`src/rtl/alu_pkg.sv`:
```
// Shared types and constants for the ALU adder datapath.
// Control vectors are packed as {invert_a, invert_b, cin}.
package alu_pkg;
    localparam int WIDTH = 32;
    localparam logic [WIDTH-1:0] ALL_ONES = {WIDTH{1'b1}};

    localparam logic [2:0] OP_ADD = 3'b000;
    localparam logic [2:0] OP_SUB = 3'b011;
    localparam logic [2:0] OP_RSB = 3'b101;
    localparam logic [2:0] OP_NOT = 3'b100;

    typedef struct packed {
        logic n;
        logic z;
        logic c;
        logic v;
    } flags_t;
endpackage

```
`src/rtl/rp_adder32_if.sv`:
```
// Operand/control and result/flag bundle for rp_adder32.
// The master drives operands, and the slave returns result and flags.
interface rp_adder32_if;
    import alu_pkg::*;

    logic [WIDTH-1:0] a;
    logic [WIDTH-1:0] b;
    logic             invert_a;
    logic             invert_b;
    logic             cin;
    logic             isactive;
    logic [WIDTH-1:0] result;
    logic             N;
    logic             Z;
    logic             C;
    logic             V;
    logic             valid_out;

    modport master (
        output a, b, invert_a, invert_b, cin, isactive,
        input  result, N, Z, C, V, valid_out
    );

    modport slave (
        input  a, b, invert_a, invert_b, cin, isactive,
        output result, N, Z, C, V, valid_out
    );
endinterface

```
`src/rtl/full_adder_bit.sv`:
```
// Single-bit full adder cell used to build the ripple-carry chain.
module full_adder_bit (
    input  logic a,
    input  logic b,
    input  logic ci,
    output logic s,
    output logic co
);
    assign s  = a ^ b ^ ci;
    assign co = (a & b) | (a & ci) | (b & ci);
endmodule

```
`src/rtl/rp_adder32.sv`:
```
// Registered add/subtract core with operand inversion and NZCV flags.
module rp_adder32 #(
    parameter int WIDTH = 32
) (
    input  logic         clk,
    input  logic         rst,
    rp_adder32_if.slave  bus
);
    import alu_pkg::*;

    logic [WIDTH-1:0] a_eff;
    logic [WIDTH-1:0] b_eff;
    logic [WIDTH-1:0] sum;
    logic [WIDTH:0]   carry;
    flags_t           flg_d;
    flags_t           flg_q;
    logic [WIDTH-1:0] result_q;
    logic             valid_q;

    assign a_eff    = bus.a ^ {WIDTH{bus.invert_a}};
    assign b_eff    = bus.b ^ {WIDTH{bus.invert_b}};
    assign carry[0] = bus.cin;

    for (genvar i = 0; i < WIDTH; i++) begin : g_chain
        full_adder_bit u_fa (
            .a  (a_eff[i]),
            .b  (b_eff[i]),
            .ci (carry[i]),
            .s  (sum[i]),
            .co (carry[i+1])
        );
    end

    always_comb begin
        flg_d   = '0;
        flg_d.n = sum[WIDTH-1];
        flg_d.z = (sum == '0);
        flg_d.c = carry[WIDTH];
        // Overflow: like-signed operands producing an opposite-signed sum.
        flg_d.v = (a_eff[WIDTH-1] == b_eff[WIDTH-1]) &&
                  (sum[WIDTH-1] != a_eff[WIDTH-1]);
    end

    always_ff @(posedge clk) begin
        if (rst) begin
            result_q <= '0;
            flg_q    <= '0;
            valid_q  <= 1'b0;
        end else begin
            valid_q <= bus.isactive;
            if (bus.isactive) begin
                result_q <= sum;
                flg_q    <= flg_d;
            end
        end
    end

    assign bus.result    = result_q;
    assign bus.N         = flg_q.n;
    assign bus.Z         = flg_q.z;
    assign bus.C         = flg_q.c;
    assign bus.V         = flg_q.v;
    assign bus.valid_out = valid_q;
endmodule

```
`src/flat_wrapper.sv`:
```
// flat-port wrapper written by rule: the top's interface ports become plain ports
module rp_adder32_flat import alu_pkg::*;
#(
    parameter int WIDTH = 32
)
  (clk, rst, bus_a, bus_b, bus_invert_a, bus_invert_b, bus_cin, bus_isactive, bus_result, bus_N, bus_Z, bus_C, bus_V, bus_valid_out);
  rp_adder32_if bus_i ();
  input  logic clk;
  input  logic rst;
  input wire logic [$bits(bus_i.a)-1:0] bus_a;
  input wire logic [$bits(bus_i.b)-1:0] bus_b;
  input wire logic [$bits(bus_i.invert_a)-1:0] bus_invert_a;
  input wire logic [$bits(bus_i.invert_b)-1:0] bus_invert_b;
  input wire logic [$bits(bus_i.cin)-1:0] bus_cin;
  input wire logic [$bits(bus_i.isactive)-1:0] bus_isactive;
  output wire logic [$bits(bus_i.result)-1:0] bus_result;
  output wire logic [$bits(bus_i.N)-1:0] bus_N;
  output wire logic [$bits(bus_i.Z)-1:0] bus_Z;
  output wire logic [$bits(bus_i.C)-1:0] bus_C;
  output wire logic [$bits(bus_i.V)-1:0] bus_V;
  output wire logic [$bits(bus_i.valid_out)-1:0] bus_valid_out;
  assign bus_i.a = bus_a;
  assign bus_i.b = bus_b;
  assign bus_i.invert_a = bus_invert_a;
  assign bus_i.invert_b = bus_invert_b;
  assign bus_i.cin = bus_cin;
  assign bus_i.isactive = bus_isactive;
  assign bus_result = bus_i.result;
  assign bus_N = bus_i.N;
  assign bus_Z = bus_i.Z;
  assign bus_C = bus_i.C;
  assign bus_V = bus_i.V;
  assign bus_valid_out = bus_i.valid_out;
  rp_adder32 #(.WIDTH(WIDTH)) u_core (.clk(clk), .rst(rst), .bus(bus_i));
endmodule
```
`config.mk`:
```
export PLATFORM = sky130hd
export DESIGN_NAME = rp_adder32_flat
export DESIGN_NICKNAME = d
export VERILOG_FILES = /design/src/rtl/alu_pkg.sv /design/src/rtl/rp_adder32_if.sv /design/src/rtl/full_adder_bit.sv /design/src/rtl/rp_adder32.sv /design/src/flat_wrapper.sv
export SDC_FILE = /design/constraint.sdc
export NUM_CORES = 1
export LEC_CHECK = 0
export BUFFER_PORTS_ARGS = -buffer_cell sky130_fd_sc_hd__buf_4
export CAP_MARGIN = 10
export CORE_MARGIN = 2
export CORE_UTILIZATION = 45
export CTS_CLUSTER_SIZE = 20
export DETAILED_ROUTE_END_ITERATION = 10
export PLACE_DENSITY = 0.75
export SLEW_MARGIN = 10
export SYNTH_ARGS = -nofsm -noshare
export SYNTH_HDL_FRONTEND = slang
export SYNTH_SLANG_ARGS = --single-unit
```
`constraint.sdc`:
```
create_clock -name clk -period 39.8 [get_ports clk]
set_input_delay 7.96 -clock clk [delete_from_list [all_inputs] [get_ports clk]]
set_output_delay 7.96 -clock clk [all_outputs]
set_load 0.005 [all_outputs]
```
==> summary.txt, run 1 <==
Run status
  – Result of the run: complete, no violations

GRT
  – Maximum number of pins on one net before global-route repair: 38
  – Global-route wire length before repair: 9.72 mm
  – Vias in the first global route: 2,046
  – Sum of overflow across all layers after global routing: 0
  – Number of antenna violations at the first check in global routing: 0
  – Tot GR Track Use: 19.8%

Yosys
  – Combined area of all synthesized cells: 0.00261 mm²
  – Number of flops mapped to enable cells by yosys: 0
  – Share of the synthesized area in the top cell type: 27.6%
  – Synthesis Warnings: 0
  – Most area-hungry cell type in the Yosys netlist: dfxtp_1
  – Total of flip-flops plus latches after synthesis: 36
  – Avg Inst Size Synth: 11.0 µm²
  – Sequential cell area fraction in the yosys report: 27.6%
  – Cell count after synthesis: 238
  – Number of distinct library cell variants in the gate-level netlist after synthesis: 22
  – FFs w/ async S/R, synth: 0%
  – Synth top area cells: dfxtp_1 (28%), fa_1 (25%), xor2_1 (21%), mux2i_1 (12%), nor2_1 (4.9%)
  – Commonest register cell after synthesis: dfxtp_1
  – Total nets after synthesis: 341

Setup path
  – Worst endpoint required time: 40,010 ps
  – Critical path start-end classification: input pin to flip-flop
  – Crit path DAT: 22,130 ps
  – Critical path startpoint category: input pin
  – Cell occurring most often along the worst timing path: fa_1
  – Crit-path max FO: 33
  – Standard cell with the maximum stage delay on the critical path: fa_1
  – Type of destination of the critical path: flip-flop
  – Stage delay of the slowest cell on the critical path: 450 ps

Clocking
  – Post_cts resized: 0
  – Worst-skew pair later-pin latency: 280 ps
  – Clock buffers created by TritonCTS: 5
  – Clock root buffer: clkbuf_8
  – CTS tree: done
  – Sink Count: 36
  – Clock buffer depth: 2
  – Number of levels in the clock H-tree: 2
  – Post-CTS setup buffers: 0
  – Clock-pin slew on the worst setup and hold paths: 70 ps
  – Number of hold buffers added after CTS: 0

STA
  – Final setup vio count: 0
  – Largest clock skew in the final design: 0 ps
  – Unrepaired setup endpoints after global routing: no
  – Endpoints failing hold: 0
  – Final max-slew violation count: 0
  – Final TNS setup: 0 ps
  – Period utilization: 55.1%
  – Rel. slew slack: 62.3%
  – Slew of the pin with the lowest slew margin: 565 ps
  – Fmax: 0.0456 GHz
  – Tmin final: 21,920 ps

Placement
  – Buffers added on ports: 106
  – Final GP Congestion: 0.724
  – Detailed-placement wirelength estimate: 4.77 mm

Cells and area
  – Area added between synthesis and finish: 34.0%
  – Area used by multi-input combinational logic: 0.00178 mm²
  – Net count of the finished layout: 437
  – Number of filler cells placed in the layout: 481
  – Seq. cell area: 721 µm²
  – Number of inserted diodes: 0
  – Proportion of layout cells with a drive suffix above 1: 33.4%

Power and ir drop
  – Highest ir drop seen on vdd: 20.9 µV
  – Ratio of total power to cell area: 37.6 mW/mm²
  – Total power: 132 µW
  – Leakage power figure: 1.68 nW

Floorplanning
  – Rows: 27
  – Top-level port count: 107
  – Starting density of the core: 47.1%
  – Standard cell core area: 0.00554 mm²
  – Height of the chip: 80.2 µm
  – X dimension of the die: 80.2 µm
  – Die Footprint: 0.00643 mm²

Min path
  – Min-Delay Path Class: flip-flop to flip-flop

Routing
  – Post-route DRC violation count: 0
  – Number of routed nets with antenna violations: 0
  – Number of detailed-route iterations in the first pass: 4
  – Vias: 1,988
  – Routed wire length: 6.09 mm
  – Routed len/inst: 15.0 µm
  – Vias/cell: 4.88
  – Initial DRC count: 41

Flow run
  – Number of maximum-capacitance constraint violations: 0
## synthesized netlist by cell type (2+ instances only)
library cell   n
a211oi_1       2
buf_2         10
clkbuf_1       4
dfxtp_1       36
fa_1          32
inv_1          5
mux2i_1       31
nand4_1        2
nor2_1        34
nor4_1         7
xor2_1        64
## power breakdown
part | total (mW) | internal [mW] | switching [mW]
Clock | 0.0272 | 0.0141 | 0.0130
Sequential | 0.0456 | 0.0422 | 0.00340
Combinational | 0.0588 | 0.0312 | 0.0276
Total | 0.132 | 0.0875 | 0.0441
## layout by cell type (no fill, tap or decap)
cell,Yosys,routed
buf_4,1,106
xor2_1,64,64
dfxtp_1,36,36
nor2_1,34,34
fa_1,32,32
mux2i_1,31,31
nor4_1,7,7
clkbuf_8,0,6
inv_1,5,5
a211oi_1,2,2
nand4_1,2,2
clkbuf_1,4,2
nand2_1,1,1
xor3_1,1,1
or3_1,1,1
a21oi_1,1,1
nor4b_1,1,1
nand3_1,1,1
o41ai_1,1,1
ha_1,1,1
## critical path: cells and delay by family
| family | cells | cell delay, ps |
|---|---|---|
| and+or+nand+nor | 1 | 320 |
| AOI/OAI and AO/OA | 1 | 150 |
| adders and majority gates | 32 | 12810 |
| buffers and inverters | 2 | 510 |
| xor gates and xnor gates | 2 | 360 |
## routing by layer
| metal | global-route usage [%] | up-vias | part of all wire [%] |
|---|---|---|---|
| met5 | 0 | - | 0 |
| met4 | 4.07 | 0 | 0.51 |
| met3 | 5.51 | 5 | 8.0 |
| met2 | 34.5 | 77 | 51 |
| met1 | 24.5 | 953 | 41 |
| li1 | - | 953 | - |
## kinds of logic (layout without fill, tap and decap cells)
family | after synthesis | in the layout | synth area share [%]
adder cells (fa/ha/maj) | 33 | 33 | 25.0
AND/OR/NAND/NOR | 47 | 47 | 7.95
XOR/XNOR | 65 | 65 | 22.4
AO/OA/AOI/OAI | 4 | 4 | 1.10
multiplexers | 31 | 31 | 11.9
buffers and inverters | 22 | 119 | 4.07
flip-flops | 36 | 36 | 27.6
## flip-flops by register name (all words and copies together), names as in the netlist
register              cells
u_core.bus.valid_out      1
u_core.bus.result        32
u_core.bus.V              1
u_core.bus.C              1
u_core.bus.Z              1
## final timing paths
| path | startpoint | to | slack (ps) | cells after the start |
|---|---|---|---|---|
| setup / recovery | bus_invert_a | u_core.bus.V | 17880 | 38 |
| hold / removal | u_core.bus.Z | u_core.bus.Z | 490 | 2 |
| hold reg to reg | u_core.bus.Z | u_core.bus.Z | 490 | 2 |
| setup reg to reg | u_core.bus.result[31] | u_core.bus.result[31] | 39130 | 2 |
## per-stage QoR
stage / hold slack (ps) / setup WS (ps) / utilization, % / std cells / area, µm²
after floorplan: 457 / 18370 / - / 238 / 2610
after global placement: 470 / 17940 / 61.5 / 399 / 3410
after detailed placement: 473 / 17620 / 61.5 / 399 / 3410
after CTS: 493 / 17890 / 63.2 / 407 / 3500
after global routing: 522 / 17330 / 63.2 / 407 / 3500
final: 490 / 17880 / 63.2 / 407 / 3500
## area by class of cell
cell class	instances	share of cell area [%]
well taps	72	2.57
clock buffers	8	2.57
multi-input cells	180	51.0
flip-flops and latches	36	20.6
repair buffers	106	22.7
inverters	5	0.536
Note: power is estimated with default switching activity, not from simulation.
==> inputs of run 2 (changes only) <==
Settings changed: ABC_AREA set to 1.
Clock period 39.8 ns to 20.2 ns, I/O delays scaled along.
==> run 2 against run 1 <==
Effect of this change:
- via count grew 11%
- total power grew 94%
- die area is 1.0% higher
- cell count up 12%
- worst setup slack lost 15000 ps
- synthesized area increased by 1.1%
- register-to-register slack got worse by 20000 ps
- worst hold slack better by 12 ps
- clock skew unchanged
- critical endpoint unchanged
- largest power group unchanged
==> summary.txt, run 2 <==
Yosys
  – Total nets after synthesis: 391 (+15%)
  – Share of the synthesized area in the top cell type: 27.3% (-0.29 points)
  – Combined area of all synthesized cells: 0.00264 mm² (+1.1%)
  – Cell count after synthesis: 288 (+21%)
  – Synth top area cells: dfxtp_1 (27%), fa_1 (24%), xor2_1 (21%), nor2_1 (11%), o21ai_0 (6.4%)
  – Most area-hungry cell type in the Yosys netlist: dfxtp_1
  – Synthesis Warnings: 0 (unchanged)
  – Post-synth top cells: nor2_1 (74), xor2_1 (62), dfxtp_1 (36), o21ai_0 (34), fa_1 (32)
  – Total of flip-flops plus latches after synthesis: 36 (unchanged)
  – Number of distinct library cell variants in the gate-level netlist after synthesis: 20 (-9.1%)
  – Number of flops mapped to enable cells by yosys: 0 (unchanged)
  – Avg Inst Size Synth: 9.16 µm² (-16%)
  – FFs w/ async S/R, synth: 0% (unchanged)
  – Sequential cell area fraction in the yosys report: 27.3% (-0.29 points)
  – Commonest register cell after synthesis: dfxtp_1
  – Cell with the most instances after synthesis: nor2_1

GRT
  – Number of antenna violations at the first check in global routing: 0 (unchanged)
  – Tot GR Track Use: 20.9% (+1.1 points)
  – Sum of overflow across all layers after global routing: 0 (unchanged)
  – Maximum number of pins on one net before global-route repair: 42 (+11%)
  – Vias in the first global route: 2,178 (+6.5%)
  – Global-route wire length before repair: 10.3 mm (+6.1%)

Cells and area
  – Most frequent standard cell in the layout excluding fill and tap cells: buf_4
  – Area used by multi-input combinational logic: 0.00177 mm² (-0.70%)
  – Max reg flops: 32 (unchanged)
  – Number of inserted diodes: 0 (unchanged)
  – Number of filler cells placed in the layout: 501 (+4.2%)
  – Commonest cells after routing, fill and taps aside: buf_4 (106), nor2_1 (74), xor2_1 (62)
  – Seq. cell area: 721 µm² (unchanged)
  – Proportion of layout cells with a drive suffix above 1: 29.8% (-3.7 points)
  – Final core utilization: 62.8% (-0.34 points)
  – Area added between synthesis and finish: 32.7%
  – Net count of the finished layout: 485 (+11%)

Clocking
  – Clock root buffer: clkbuf_8
  – Worst-skew pair later-pin latency: 280 ps (about the same)
  – Post-CTS setup buffers: 0 (unchanged)
  – Clock-pin slew on the worst setup and hold paths: 70 ps (about the same)
  – Clock buffer depth: 2 (unchanged)
  – Clock buffers created by TritonCTS: 5 (unchanged)
  – Sink Count: 36 (unchanged)
  – Number of levels in the clock H-tree: 2 (unchanged)
  – CTS tree: done
  – Number of hold buffers added after CTS: 0 (unchanged)
  – Post_cts resized: 0 (unchanged)

Floorplanning
  – Die Footprint: 0.00649 mm² (+1.0%)
  – Starting density of the core: 47.3% (+0.21 points)
  – X dimension of the die: 80.6 µm (+0.50%)
  – Standard cell core area: 0.00557 mm² (+0.61%)
  – Height of the chip: 80.6 µm (+0.50%)
  – Rows: 27 (unchanged)
  – Top-level port count: 107 (unchanged)

Power and ir drop
  – Leakage power figure: 1.65 nW (-2.1%)
  – Highest ir drop seen on vdd: 33.3 µV (+60%)
  – Ratio of total power to cell area: 72.7 mW/mm² (+93%)

Setup path
  – Standard cell with the maximum stage delay on the critical path: fa_1
  – Crit path DAT: 17,860 ps (-4270 ps)
  – Critical path startpoint category: input pin
  – Worst endpoint required time: 20,360 ps (-19,650 ps)
  – Stage delay of the slowest cell on the critical path: 460 ps (about the same)
  – Top Family by Delay on Critical Path: adder cells
  – Cell occurring most often along the worst timing path: fa_1
  – Crit-path max FO: 32 (-3.0%)
  – Type of destination of the critical path: flip-flop
  – Critical path start-end classification: input pin to flip-flop
  – Worst Path Buf+Inv: 2 (unchanged)

Run status
  – Result of the run: complete, no violations

Routing
  – Post-route DRC violation count: 0 (unchanged)
  – Routed wire length: 6.42 mm (+5.4%)
  – Initial DRC count: 206 (+400%)
  – Vias: 2,198 (+11%)
  – Routed len/inst: 14.1 µm (-5.7%)
  – Number of routed nets with antenna violations: 0 (unchanged)
  – Number of detailed-route iterations in the first pass: 4 (unchanged)
  – Vias/cell: 4.83 (-1.1%)

STA
  – Largest clock skew in the final design: 0 ps (unchanged)
  – Final TNS setup: 0 ps (unchanged)
  – Period utilization: 87.6%
  – Unrepaired setup endpoints after global routing: no
  – Endpoints failing hold: 0 (unchanged)
  – Rel. slew slack: 47.0% (-15 points)
  – Final setup vio count: 0 (unchanged)
  – Tmin final: 17,690 ps
  – Fmax: 0.0565 GHz
  – Slew of the pin with the lowest slew margin: 795 ps (+230 ps)
  – Final max-slew violation count: 0 (unchanged)

Flow run
  – Number of maximum-capacitance constraint violations: 0 (unchanged)

Placement
  – Buffers added on ports: 106 (unchanged)
  – Detailed-placement wirelength estimate: 5.06 mm (+6.0%)
  – Final GP Congestion: 0.907 (+25%)

Min path
  – Min-Delay Path Class: flip-flop to flip-flop
## run 2: report_power, final
| group | switching [mW] | total, mW | internal, mW |
|---|---|---|---|
| clock | 0.0240 | 0.0518 | 0.0278 |
| combinational | 0.0606 | 0.117 | 0.0565 |
| sequential | 0.00527 | 0.0857 | 0.0805 |
| total | 0.0898 | 0.255 | 0.165 |
## run 2: metal layers
| layer | part of all wire (%) | vias to the layer above | GRT usage (%) |
|---|---|---|---|
| met5 | 0 | - | 0 |
| met1 | 45 | 1008 | 30.0 |
| li1 | - | 1073 | - |
| met3 | 7.3 | 11 | 4.49 |
| met4 | 1.9 | 0 | 7.63 |
| met2 | 46 | 106 | 31.0 |
## run 2: worst paths after layout
| check | end | cells past startpoint | slack, ps | start |
|---|---|---|---|---|
| worst max-delay path | u_core.bus.V | 38 | 2510 | bus_invert_a |
| worst min-delay path | u_core.bus.result[23] | 2 | 500 | u_core.bus.result[23] |
| worst max register to register | u_core.bus.V | 2 | 19450 | u_core.bus.V |
| worst min register to register | u_core.bus.result[23] | 2 | 500 | u_core.bus.result[23] |
## run 2: through the flow
stage                     setup WS (ps)  instances  power, mW  hold slack, ps  area, µm²
after floorplan                    2940        288      0.154             455       2640
after global placement             2470        447      0.200             467       3410
after detailed placement           2220        447      0.202             486       3410
after CTS                          2490        455      0.254             500       3500
after global routing               1990        455      0.274             535       3500
final                              2510        455      0.255             502       3500
## run 2: final cells by class
cell class,count,area share [%]
multi-input cells,224,50.6
repair buffers,106,22.7
flip-flops and latches,36,20.6
clock buffers,8,2.57
well taps,72,2.57
inverters,9,0.965
## run 2: cells by family after synthesis
kind of cell	Yosys count	share of synthesized area [%]
AOI/OAI and AO/OA	41	7.78
xor gates and xnor gates	64	22.0
adders and majority gates	33	24.8
and+or+nand+nor	86	12.7
DFF	36	27.3
buffers and inverters	28	5.55
## run 2: worst reg2reg max path, delay by kind of cell, from the launching register on
family	cells	cell delay [ps]
AOI/OAI and AO/OA	2	290
DFF	1	340
